===== src/rtl/pmp_arbiter.sv =====
// Shares one combinational PMP checker between fetch and load/store requesters.
// Three stages: accept/arbitrate, check against the checker, registered response.
module pmp_arbiter #(
    parameter int PADDR_LEN = 34,
    parameter int CNT_W     = 8
) (
    input  logic                 clk,
    input  logic                 rst,

    input  logic                 if_req_valid,
    output logic                 if_req_ready,
    input  logic [PADDR_LEN-1:0] if_req_addr,
    input  logic                 if_priv_m,

    input  logic                 ls_req_valid,
    output logic                 ls_req_ready,
    input  logic [PADDR_LEN-1:0] ls_req_addr,
    input  logic                 ls_req_wr,
    input  logic                 ls_priv_m,

    output logic                 if_rsp_valid,
    output logic                 if_rsp_fault,
    output logic                 ls_rsp_valid,
    output logic                 ls_rsp_fault,

    output logic [PADDR_LEN-1:0] mpu_paddr,
    input  logic                 mpu_v,
    input  logic                 mpu_l,
    input  logic                 mpu_x,
    input  logic                 mpu_w,
    input  logic                 mpu_r,
    input  logic                 pmp_any_en,

    input  logic                 cfg_busy,

    output logic [PADDR_LEN-1:0] fault_addr,
    output logic [CNT_W-1:0]     fault_cnt,
    input  logic                 cnt_clr
);

    // Requester index 0 = fetch, 1 = load/store.
    localparam int N_REQ = 2;

    logic [N_REQ-1:0]     req_valid;
    logic [N_REQ-1:0]     grant;
    logic [N_REQ-1:0]     req_ready;
    logic [N_REQ-1:0]     hs;
    logic                 accept;
    logic                 blocked;

    logic                 last_grant_reg;
    logic                 busy_d_reg;

    logic                 vld_b_reg;
    logic [PADDR_LEN-1:0] addr_q_reg;
    logic                 owner_q_reg;
    logic                 wr_q_reg;
    logic                 priv_q_reg;

    logic                 perm;
    logic                 allow;
    logic                 fault_b;

    logic [N_REQ-1:0]     rsp_valid_reg;
    logic [N_REQ-1:0]     rsp_fault_reg;
    logic [PADDR_LEN-1:0] fault_addr_reg;
    logic [CNT_W-1:0]     fault_cnt_reg;
    logic [CNT_W-1:0]     fault_cnt_next;

    assign req_valid = {ls_req_valid, if_req_valid};

    // On a tie the requester that did not win the last handshake goes first.
    always_comb begin
        grant = req_valid;
        if (req_valid == 2'b11) begin
            grant = last_grant_reg ? 2'b01 : 2'b10;
        end
    end

    // The delayed busy flag stretches the block one cycle past cfg_busy falling.
    assign blocked   = cfg_busy | busy_d_reg;
    assign req_ready = (rst | blocked) ? '0 : grant;
    assign hs        = req_ready & req_valid;
    assign accept    = |hs;

    assign if_req_ready = req_ready[0];
    assign ls_req_ready = req_ready[1];

    always_ff @(posedge clk) begin
        if (rst) begin
            busy_d_reg     <= 1'b0;
            last_grant_reg <= 1'b0;
            vld_b_reg      <= 1'b0;
            addr_q_reg     <= '0;
            owner_q_reg    <= 1'b0;
            wr_q_reg       <= 1'b0;
            priv_q_reg     <= 1'b0;
        end else begin
            busy_d_reg <= cfg_busy;
            vld_b_reg  <= accept;
            if (accept) begin
                last_grant_reg <= hs[1];
                owner_q_reg    <= hs[1];
                addr_q_reg     <= hs[1] ? ls_req_addr : if_req_addr;
                wr_q_reg       <= hs[1] & ls_req_wr;
                priv_q_reg     <= hs[1] ? ls_priv_m : if_priv_m;
            end
        end
    end

    assign mpu_paddr = addr_q_reg;

    always_comb begin
        perm = owner_q_reg ? (wr_q_reg ? mpu_w : mpu_r) : mpu_x;
        if (mpu_v) begin
            allow = (priv_q_reg & ~mpu_l) | perm;
        end else begin
            allow = priv_q_reg | ~pmp_any_en;
        end
    end

    assign fault_b = vld_b_reg & ~allow;

    generate
        for (genvar gi = 0; gi < N_REQ; gi++) begin : g_rsp
            always_ff @(posedge clk) begin
                if (rst) begin
                    rsp_valid_reg[gi] <= 1'b0;
                    rsp_fault_reg[gi] <= 1'b0;
                end else begin
                    rsp_valid_reg[gi] <= vld_b_reg & (owner_q_reg == 1'(gi));
                    rsp_fault_reg[gi] <= fault_b & (owner_q_reg == 1'(gi));
                end
            end
        end
    endgenerate

    assign if_rsp_valid = rsp_valid_reg[0];
    assign if_rsp_fault = rsp_fault_reg[0];
    assign ls_rsp_valid = rsp_valid_reg[1];
    assign ls_rsp_fault = rsp_fault_reg[1];

    // Clear wins over a same-cycle increment; the count sticks at all-ones.
    always_comb begin
        fault_cnt_next = fault_cnt_reg;
        if (cnt_clr) begin
            fault_cnt_next = '0;
        end else if (fault_b && !(&fault_cnt_reg)) begin
            fault_cnt_next = fault_cnt_reg + CNT_W'(1);
        end
    end

    always_ff @(posedge clk) begin
        if (rst) begin
            fault_addr_reg <= '0;
            fault_cnt_reg  <= '0;
        end else begin
            fault_cnt_reg <= fault_cnt_next;
            if (fault_b) begin
                fault_addr_reg <= addr_q_reg;
            end
        end
    end

    assign fault_addr = fault_addr_reg;
    assign fault_cnt  = fault_cnt_reg;

endmodule


===== config.mk =====
export PLATFORM = sky130hd
export DESIGN_NAME = pmp_arbiter
export DESIGN_NICKNAME = d
export VERILOG_FILES = /design/src/rtl/pmp_arbiter.sv
export SDC_FILE = /design/constraint.sdc
export NUM_CORES = 1
export LEC_CHECK = 0
export ABC_AREA = 1
export CAP_MARGIN = 20
export CELL_PAD_IN_SITES_DETAIL_PLACEMENT = 0
export CELL_PAD_IN_SITES_GLOBAL_PLACEMENT = 1
export CORE_ASPECT_RATIO = 0.7
export CORE_UTILIZATION = 30
export CTS_CLUSTER_DIAMETER = 80
export DETAILED_ROUTE_END_ITERATION = 8
export GPL_ROUTABILITY_DRIVEN = 0
export PLACE_DENSITY_LB_ADDON = 0.1
export SETUP_SLACK_MARGIN = 0.02
export SYNTH_ARGS = -nofsm -noshare
export SYNTH_HDL_FRONTEND = slang
export SYNTH_SLANG_ARGS = --single-unit

===== constraint.sdc =====
create_clock -name clk -period 2.8 [get_ports clk]
set_input_delay 0.56 -clock clk [delete_from_list [all_inputs] [get_ports clk]]
set_output_delay 0.56 -clock clk [all_outputs]
set_load 0.1 [all_outputs]

# == Yosys cells after proc, flatten, opt, wreduce, memory -nomap -nowiden ==
# Index checks and enable logic that the tools add are counted.
# Widths: inputs -> output; s select.
# word_totals
wordCells,43
out_inout_bits,82
ff_bits,85
inputBits,83
# classes
n_bitwise,16
eq_ne,1
reduce_logical,5
n_addsub,1
muxes,8
# op_table
op,count
$mux 34,1
$add 8x1->8 const B,1
$reduce_and 8->1,1
$and 1x1->1,7
$mux 2,3
$mux 1,4
$not 1->1,4
$or 1x1->1,4
$reduce_or 2->1,2
$and 2x2->2,1
$eq 2x2->1 const B,1
$logic_and 1x1->1,1
$logic_not 1->1,1

# == Depth between registers and ports, before layout ==
# depth
depth_word,7
depth_mapped,11
mapped_depth_nobuf,10

# == Worst setup path before layout ==
# OpenSTA, ideal clock, no wires.
# synth_path
path_kind,reg-to-reg
startpoint,"register fault_cnt_reg[1], in the netlist fault_cnt[1]"
endpoint,"register fault_cnt_reg[2], in the netlist fault_cnt[2]"
t_arrival_ns,2.056
t_required_ns,2.730
slack_ns,0.674
period_less_slack_ns,2.126
stages_incl_launch_ff,8
path_buffers,0
setup_ns,0.070
path_cell_list,dfxtp_1 > ha_1 > nand3_1 > inv_1 > nand2_1 > nand3_1 > nand2_1 > a21oi_1
# synth_between
elab_chain_cells,3
elab_cells_between_ends,4
cone_classes,add/sub (1); reduce/logical (3)
# synth_lines
item,line_no,source
"start, declared",67,logic [CNT_W-1:0] fault_cnt_reg;
"start signal, assigned",158,fault_cnt_reg <= fault_cnt_next;
branches (longest 3 deep; another with $add 8x1->8),-,
# Several ways; the timed one is not identified.
# A chain may end at the register's enable or synchronous reset.

# == Final worst setup path ==
# layout_path
startpoint,input cfg_busy
endpoint,output ls_req_ready
# layout_between
elab_chain_cells,3
# layout_lines
item,line_no,source
"start, declared",34,"input logic cfg_busy,"
$or 1x1->1,81,assign blocked = cfg_busy | busy_d_reg;
$or 1x1->1,82,assign req_ready = (rst | blocked) ? '0 : grant;
$mux 2,82,
"end, declared",16,"output logic ls_req_ready,"
# No other way between the ends.

==> impl_results.md <==
* H-tree lvl count at 3
* Post-CTS Setup Bufs at 0
* Final nets at 697
* Wirelength per Cell at about 13 microns
* Core box area at between 0.01 and 0.015 sq mm
* WP depth at 5
* RSZ-0062 raised after global routing: false
* Worst path buffer plus inverter count at 3
* Reg clk slew, reported paths at ~0.060 ns
* Syn_nets at 542
* Max Clock Skew at approximately 0.0042 ns
* Crit path DAT at between 1.5 and 2 ns
* Share of layout cells above drive strength 1 at 19.7%
* Avg Inst Size Synth at around 7.5 sq um
* Worst R2R Path Depth at 7
* Filler cell count at about 1100
* Worst hold stages at 2
* Final core utilization at a little under half
* Mapped Cells at around 460
* Slew headroom at between 50% and 60%
* CTS tree: built
* Placed cells at 755
* Post-DP Area at ~0.0050 sq mm
* CP cell instances: clkdlybuf4s50_1 -> nor2_1 -> nand4_2 -> inv_2 -> buf_12
* Setup crit start kind: input port
* Antenna violations before repair at 1
* Cts repair resizes at 0
* Slew Viols, Final at 0
* Crit path required time at 2.24 ns
* Period utilization at 80.4%
* Area share of the largest cell type after synthesis at around 50%
* Tot Pwr at between 3 and 4 mW
* Final setup fails at 0
* Final instance area at ~0.0052 sq mm
* Vias at about 3500
* CTS root buf: clkbuf_16
* Worst VDD drop at approximately 280 uV
* Highest-delay cell along the critical path: clkdlybuf4s50_1
* Top delay family on crit path: buffers and inverters
* Yosys reg bits at 85
* Post-synth EDFFs at 0
* Dpl hpwl at between 7000 and 8000 microns
* # IOs at ~170
* First-pass GRT wire length at ~16000 microns
* Max-cap violation count at 0
* Chip width at around 130 microns
* Worst Path Class, Setup: in2out
* TritonCTS Sinks at between 80 and 90
* Setup TNS at 0 ns
* Congestion Overflow GR at 0
* Non-Filler Instances at 771
* Yosys warning count at 0
* Total CTS buffers at 9
* Leading area contributor after synthesis: dfxtp_1
* Final WL at about 10000 microns
* Gr usage total at a little under a fifth
* Row cnt at 32
* Number of detailed-route iterations in the first pass at 4
* Worst slack, placed at about 0.5 ns
* Remaining antenna violation count at 0
* Via density at ~4.5
* Vias in the first global route at roughly 3300
* Starting Density at 30.9%
* Mapped cell area at roughly 0.0034 sq mm
* Unique masters post-synth at 31
* CP max FO at 5
* Drt initial violations at about 160
* Die footprint at between 0.01 and 0.015 sq mm
* Sequential area share after synthesis at 49.6%
* N_diodes at 0
* # DRC at 0
* Async set-reset flop share out of synthesis at 0%
* Longest Clk Path Bufs at 2
* Post-route minimum period at approximately 2.3 ns
* Area contributors post-synth: dfxtp_1 (50%), nand2_1 (15%), nor2_1 (8.0%), a31oi_1 (6.2%), o21ai_0 (5.0%)
* PD cells at between 500 and 600 mW/mm^2
* CTS Hold Bufs at 0
* Area delta synth->final at 52.4%
* Final hold vios at 0
* Hold WS at ~0.48 ns
* CP max stage delay at between 0.4 and 0.5 ns
* Type of the worst min-delay path: reg2reg
* Status: finished clean
* Top FF cell, synth: dfxtp_1
* Tightest Pin Transition at about 0.63 ns
* Final worst slack at 0.549 ns
* Fmax achieved at 444 MHz
* Port buffer count at 164
* Largest net degree at the start of global routing at 43
* Clk_lat worst skew at around 0.33 ns
* Die Ht at around 91 microns
* Leakage at about 2.1 nW
* Crit end category: output pin
final timing paths:
path | from | end | slack [ns]
worst min register to register | fault_addr[22] | fault_addr[22] | 0.48
worst min-delay path | fault_addr[22] | fault_addr[22] | 0.48
worst max-delay path | cfg_busy | ls_req_ready | 0.55
worst max register to register | owner_q_reg | mpu_paddr[30] | 1.09
cells in the mapped netlist, drive strengths merged, types with 3 or more instances:
cell and number:
nand2 137, dfxtp 85, nor2 84, a31oi 34
o21ai 34, inv 25, buf 15, clkbuf 9
nand3 9, nor3 6, a21oi 4, nand4 4
o21bai 3
worst reg2reg max path, stage by stage (launching register included):
cell      delay [ns]
dfxtp_1         0.42
inv_2           0.09
a21boi_0        0.21
nand2_1         0.14
inv_2           0.10
buf_4           0.35
nand2_1         0.11
a31oi_1         0.21
routing by layer:
metal / track usage, % / vias up / routed length (microns)
met5: 0 / - / 9
met4: 4.07 / 2 / 82
met3: 7.42 / 9 / 896
met2: 28.7 / 117 / 4640
met1: 22.7 / 1568 / 4740
li1: - / 1791 / -
layout by cell type, fill, tap and decap left out, types with 11 or more instances in the layout:
master,count
a31oi_1,34
buf_4,84
clkdlybuf4s50_1,81
dfxtp_1,85
inv_1,20
nand2_1,134
nor2_1,73
nor2_2,11
o21ai_0,34
kinds of logic (layout without fill, tap and decap cells):
logic type / after synthesis / after routing / synth area share [%]
AOI/OAI and AO/OA: 79 / 79 / 13.3
adders and majority gates: 1 / 1 / 0.365
xor gates and xnor gates: 2 / 2 / 0.511
DFF: 85 / 85 / 49.6
and+or+nand+nor: 241 / 241 / 28.8
buffers and inverters: 50 / 210 / 7.44
layout make-up:
type                            instances  area (sq um)  area share (%)
Sequential cell                        85          1700            32.5
Multi-Input combinational cell        323          1470            28.2
Clock buffer                           12           246            4.71
Clock inverter                          4          23.8           0.455
Inverter                               26           105            2.01
Tap cell                              153           191            3.66
Timing Repair Buffer                  168          1490            28.4
power breakdown:
group / total [mW] / internal [mW] / switching [mW] / leakage, nW
clock: 1.08 / 0.623 / 0.461 / 0.136
sequential: 1.30 / 1.26 / 0.0377 / 0.690
combinational: 0.711 / 0.214 / 0.497 / 1.29
total: 3.09 / 2.10 / 0.996 / 2.11
Power figures use the tool's default switching activity.
==> variant 1 (same flow settings) <==
`PADDR_LEN`: 34 -> 68.
--- a/src/rtl/pmp_arbiter.sv
+++ b/src/rtl/pmp_arbiter.sv
@@ -1,7 +1,7 @@
 // Shares one combinational PMP checker between fetch and load/store requesters.
 // Three stages: accept/arbitrate, check against the checker, registered response.
 module pmp_arbiter #(
-    parameter int PADDR_LEN = 34,
+    parameter int PADDR_LEN = 68,
     parameter int CNT_W     = 8
 ) (
     input  logic                 clk,
Interface: changed (resized fault_addr, if_req_addr, ls_req_addr and mpu_paddr); port bits go from 165 to 301. The function was not compared with the original's and may differ.
==> variant 1 against the original RTL <==
- power increased by 97%
- highest routed layer is now met4
- utilization increased by 1.6 points
- critical path depth unchanged
- fmax decreased by 1.3%
- clock skew increased by 0.011 ns
- clock power increased by 120%
- register-to-register slack got worse by 0.20 ns
- sequential cell count increased by 68
- global-route usage increased by 3.4 points
- setup slack got worse by 0.029 ns
- count of clock-buffer cells in the layout increased by 7
- largest power group is now the clock network
- final area increased by 78%
- synthesized area increased by 73%
- routed wire length increased by 110%
==> variant 1: results (changes against the original RTL) <==
fin nets = 1,222 (+75%)
Pleak = 0.003709 uW (+76%)
clk_skew = 0.01549 ns (+0.01129 ns)
Pint = 4105 uW (+96%)
Final HPWL DP = 14,900 um (+110%)
r2r startpoint = owner_q_reg$_SDFFE_PP0P_
ranking of synthesized cells by area = dfxtp_1 (52%), nand2_1 (15%), nor2_1 (9.5%)
Hold Violations, Final = 0 (unchanged)
status = finished, final reports clean
TritonCTS Buffers = 17 (+8)
initial drt markers = 326 (+110%)
min-delay src = fault_addr[51]$_SDFFE_PP0P_
deepest clock path buffer count = 2 (unchanged)
crit-path max FO = 5 (unchanged)
CTS clk-pin slew, worst paths = 0.07 ns
Hold Path Stages = 2 (unchanged)
number of global-route vias before repair = 5,932 (+79%)
synth unique cells = 29 (-6.5%)
# port buffers = 300 (+83%)
first-pass GRT wire length = 33,460 um (+100%)
Worst Hold End = fault_addr[51]$_SDFFE_PP0P_
worst vdd ir = 0.3747 mV (+36%)
CTS Root Buffer Type = clkbuf_16
sequential share of the synthesized area = 51.73% (+2.1 points)
HP Class = reg2reg
reg-to-reg endpoint = fault_addr[29]$_SDFFE_PP0P_
YS warnings = 0 (unchanged)
Clk Latency, worst-skew pair = 0.42 ns (+0.09 ns)
postcts setup bufs = 0 (unchanged)
Rel. slew slack = 50.67% (-7.2 points)
vias = 6,068 (+74%)
routed len/inst = 15.85 um (+18%)
setup slack, reg-to-reg = 0.89 ns (-0.20 ns)
initial antenna violation count = 0 (-1)
Commonest cells post-synth = nand2_1 (236), dfxtp_1 (153), nor2_1 (150)
Top FF cell, synth = dfxtp_1
syn_nets = 943 (+74%)
largest net degree at the start of global routing = 71 (+65%)
final wirelength = 21,340 um (+110%)
ANT cells = 0 (unchanged)
Syn Inst Count = 791 (+73%)
# H-tree levels = 4 (+1)
CTS resizes = 0 (unchanged)
placed inst area = 0.008721 sq mm (+76%)
GRT Overall Usage = 21.50% (+3.4 points)
Critical Path AT = 1.72 ns (+0.03 ns)
fraction of registers with async set/reset = 0% (unchanged)
share of cells above drive strength 1 = 18.67% (-1.1 points)
placed insts = 1,315 (+74%)
R2R cell count = 10 (+3)
DR pass1 iterations = 5 (+1)
==> variant 1: cell count changes in the layout (fill, tap and decap cells not counted), moves of 8 or more <==
cell / before / now
nand2_1: 134 / 236
nor2_1: 73 / 150
buf_4: 84 / 158
clkdlybuf4s50_1: 81 / 149
dfxtp_1: 85 / 153
a31oi_1: 34 / 68
o21ai_0: 34 / 68
nor2_2: 11 / 0
clkbuf_16: 9 / 17
==> variant 1: power groups by stage <==
stage | Combinational, uW | Clock (uW) | Sequential (uW)
6_report | 1350 | 2390 | 2340
5_1_grt | 1420 | 2540 | 2360
4_1_cts | 1360 | 2430 | 2340
3_5_place_dp | 1360 | 0 | 2390
3_3_place_gp | 1360 | 0 | 2390
2_1_floorplan | 256 | 0 | 3040
==> variant 1: cell families after synthesis <==
logic type	after synthesis	share of synthesized area, %
and+or+nand+nor	407	26.65
DFF	153	51.73
AOI/OAI and AO/OA	149	14.41
buffers and inverters	79	6.699
xor gates and xnor gates	2	0.2959
adders and majority gates	1	0.2113
==> variant 1: metal layers <==
metal | wire (um) | track usage, %
met2 | 9475 | 33.89
met1 | 9854 | 28.57
met3 | 1843 | 6.893
met4 | 165 | 4.786
met5 | 0 | 0
==> variant 1: final cells by class <==
type | instances | area (sq um)
Clock buffer | 19 | 442.9
Clock inverter | 12 | 163.9
Fill cell | 1961 | 9801
Inverter | 27 | 103.9
Multi-Input combinational cell | 559 | 2461
Sequential cell | 153 | 3063
Tap cell | 264 | 330.3
Timing Repair Buffer | 312 | 2763
==> variant 1: how the worst max path moves through the flow <==
stage,start,end,slack (ns),depth (start not counted)
after floorplan,fault_cnt[1]$_SDFFE_PP0P_,fault_cnt[2]$_SDFFE_PP0P_,0.67,7
after global placement,cfg_busy,mpu_paddr[14]$_SDFFE_PP0P_,0.46,7
after detailed placement,mpu_v,fault_addr[5]$_SDFFE_PP0P_,0.43,9
after CTS,cfg_busy,ls_req_ready,0.49,5
after global routing,cfg_busy,ls_req_ready,0.40,5
final,cfg_busy,ls_req_ready,0.52,5
==> variant 1: worst max-delay path: stages <==
cell and delay, ns:
clkdlybuf4s50_1 0.43, nor3_2 0.20, nand2_1 0.17, inv_2 0.16, buf_12 0.19
==> variant 1: stage by stage <==
stage	hold WS (ns)	util [%]	worst slack (ns)
after global placement	0.4643	45.59	0.4583
after global routing	0.5010	48.76	0.3983
after detailed placement	0.4730	45.59	0.4317
final	0.4833	48.76	0.5192
after floorplan	0.4537	-	0.6738
after CTS	0.4887	48.76	0.4929
==> variant 2 (same settings) <==
Without the edit above. Register the input `cfg_busy` before use. The logic sees it one clock later. The other inputs are not delayed to match. Comments in the files are not updated.
--- a/src/rtl/pmp_arbiter.sv
+++ b/src/rtl/pmp_arbiter.sv
@@ -41,6 +41,12 @@
     // Requester index 0 = fetch, 1 = load/store.
     localparam int N_REQ = 2;
 
+    logic cfg_busy_q;
+
+    always_ff @(posedge clk) begin
+        cfg_busy_q <= cfg_busy;
+    end
+
     logic [N_REQ-1:0]     req_valid;
     logic [N_REQ-1:0]     grant;
     logic [N_REQ-1:0]     req_ready;
@@ -78,7 +84,7 @@
     end
 
     // The delayed busy flag stretches the block one cycle past cfg_busy falling.
-    assign blocked   = cfg_busy | busy_d_reg;
+    assign blocked   = cfg_busy_q | busy_d_reg;
     assign req_ready = (rst | blocked) ? '0 : grant;
     assign hs        = req_ready & req_valid;
     assign accept    = |hs;
@@ -96,7 +102,7 @@
             wr_q_reg       <= 1'b0;
             priv_q_reg     <= 1'b0;
         end else begin
-            busy_d_reg <= cfg_busy;
+            busy_d_reg <= cfg_busy_q;
             vld_b_reg  <= accept;
             if (accept) begin
                 last_grant_reg <= hs[1];
Function: changed (Yosys sat finds a counterexample within 4 cycles, from zero or initial values and one cycle with rst high).
==> variant 2 against the original RTL <==
- largest cell class unchanged
- synthesized area rose by 0.58%
- count of clock-buffer cells in the layout decreased by 1
- setup slack better by 0.0082 ns
- final area rose by 0.81%
- critical path type unchanged
- largest power group unchanged
- first-iteration DRC count up 10%
- power rose by 1.2%
- routed wire length about the same
- sequential cell count is 1 higher
- critical endpoint is now if_req_ready
==> variant 2: results (changes against the original RTL) <==
ranking of synthesized cells by area = dfxtp_1 (50%), nand2_1 (15%), nor2_1 (7.9%)
Via density = 4.482 (-0.90%)
Commonest cells post-synth = nand2_1 (134), dfxtp_1 (86), nor2_1 (73)
worst vdd ir = 0.2856 mV (+3.7%)
Synth Area in XOR/XNOR = 0.5076% (-0.0030 points)
routed length on met2 = 4315 um (-7.1%)
placed inst area = 0.004994 sq mm (+0.71%)
Pleak = 0.002118 uW (+0.30%)
DR pass1 iterations = 5 (+1)
initial antenna violation count = 0 (-1)
share of cells above drive strength 1 = 20.13% (+0.39 points)
CTS resizes = 0 (unchanged)
synth unique cells = 31 (unchanged)
max layer used = met4
status = finished, final reports clean
Post-Synth Adder-Cell Area = 0.3626% (-0.0021 points)
Final HPWL DP = 7438 um (+2.8%)
largest net degree at the start of global routing = 37 (-14%)
number of global-route vias before repair = 3,277 (-0.85%)
Critical Path AT = 1.68 ns
sequential share of the synthesized area = 49.89% (+0.29 points)
first-pass GRT wire length = 16,240 um (-1.5%)
GRT Overall Usage = 17.52% (-0.56 points)
Synth Area in Compound Gates = 13.20% (-0.077 points)
Post-Layout Cell Count = 774 (+0.39%)
pre-CTS setup slack = 0.4879 ns (-0.02524 ns)
syn_nets = 543 (+0.18%)
crit-path max FO = 3 (-2)
met3 WL = 891 um (-0.56%)
fin nets = 700 (+0.43%)
Slew @ Worst Pin = 0.6259 ns (-0.006156 ns)
placed insts = 758 (+0.40%)
met1 wire length = 5075 um (+7.0%)
deepest clock path buffer count = 2 (unchanged)
final wirelength = 10,370 um (about the same)
initial drt markers = 174 (+10%)
DRC violations left = 0 (unchanged)
clk_skew = 0.006425 ns (+0.002225 ns)
Syn Inst Count = 459 (+0.22%)
variant 2: changes by cell type in the layout (fill, tap and decap cells not counted):
cell | unedited run | this run
dfxtp_1 | 85 | 86
clkinv_2 | 3 | 1
clkinvlp_4 | 0 | 4
buf_4 | 84 | 86
clkinv_4 | 2 | 1
clkbuf_1 | 2 | 1
variant 2: layout make-up:
cell class	count	area [sq um]
clock inverter	5	35.03
multi-input combinational	323	1474
fill	1123	5819
tap	153	191.4
clock buffer	11	242.7
timing repair buffer	170	1501
inverter	26	105.1
sequential	86	1722
variant 2: path summary, 6_finish.rpt:
check                            from                          end  slack [ns]  cells past startpoint
min reg2reg        cfg_busy_q$_DFF_P_        busy_d_reg$_SDFF_PP0_        0.47                      2
max                      if_req_valid                 if_req_ready        0.56                      5
max reg2reg  owner_q_reg$_SDFFE_PP0P_  fault_addr[32]$_SDFFE_PP0P_        1.13                     10
min                cfg_busy_q$_DFF_P_        busy_d_reg$_SDFF_PP0_        0.47                      2
variant 2: per-layer routing:
layer	up-vias	GRT usage [%]
li1	1803	-
met1	1539	23.21
met2	119	26.24
met3	8	6.768
met4	0	4.748
met5	-	0
variant 2: cells by family after synthesis:
kind of cell / Yosys count
and+or+nand+nor: 241
DFF: 86
AOI/OAI and AO/OA: 79
buffers and inverters: 50
xor gates and xnor gates: 2
adders and majority gates: 1
variant 2: power by group:
part	switching [uW]	leakage [uW]	total [uW]	internal, uW
sequential	38.6	0.000699	1310	1280
clock	485	0.000124	1110	624
combinational	494	0.00130	707	214
variant 2: worst max-delay path, cell delays in order:
cell and delay (ns):
clkdlybuf4s50_1 0.49, a21boi_0 0.20, nand2_1 0.12, inv_2 0.12, buf_12 0.18
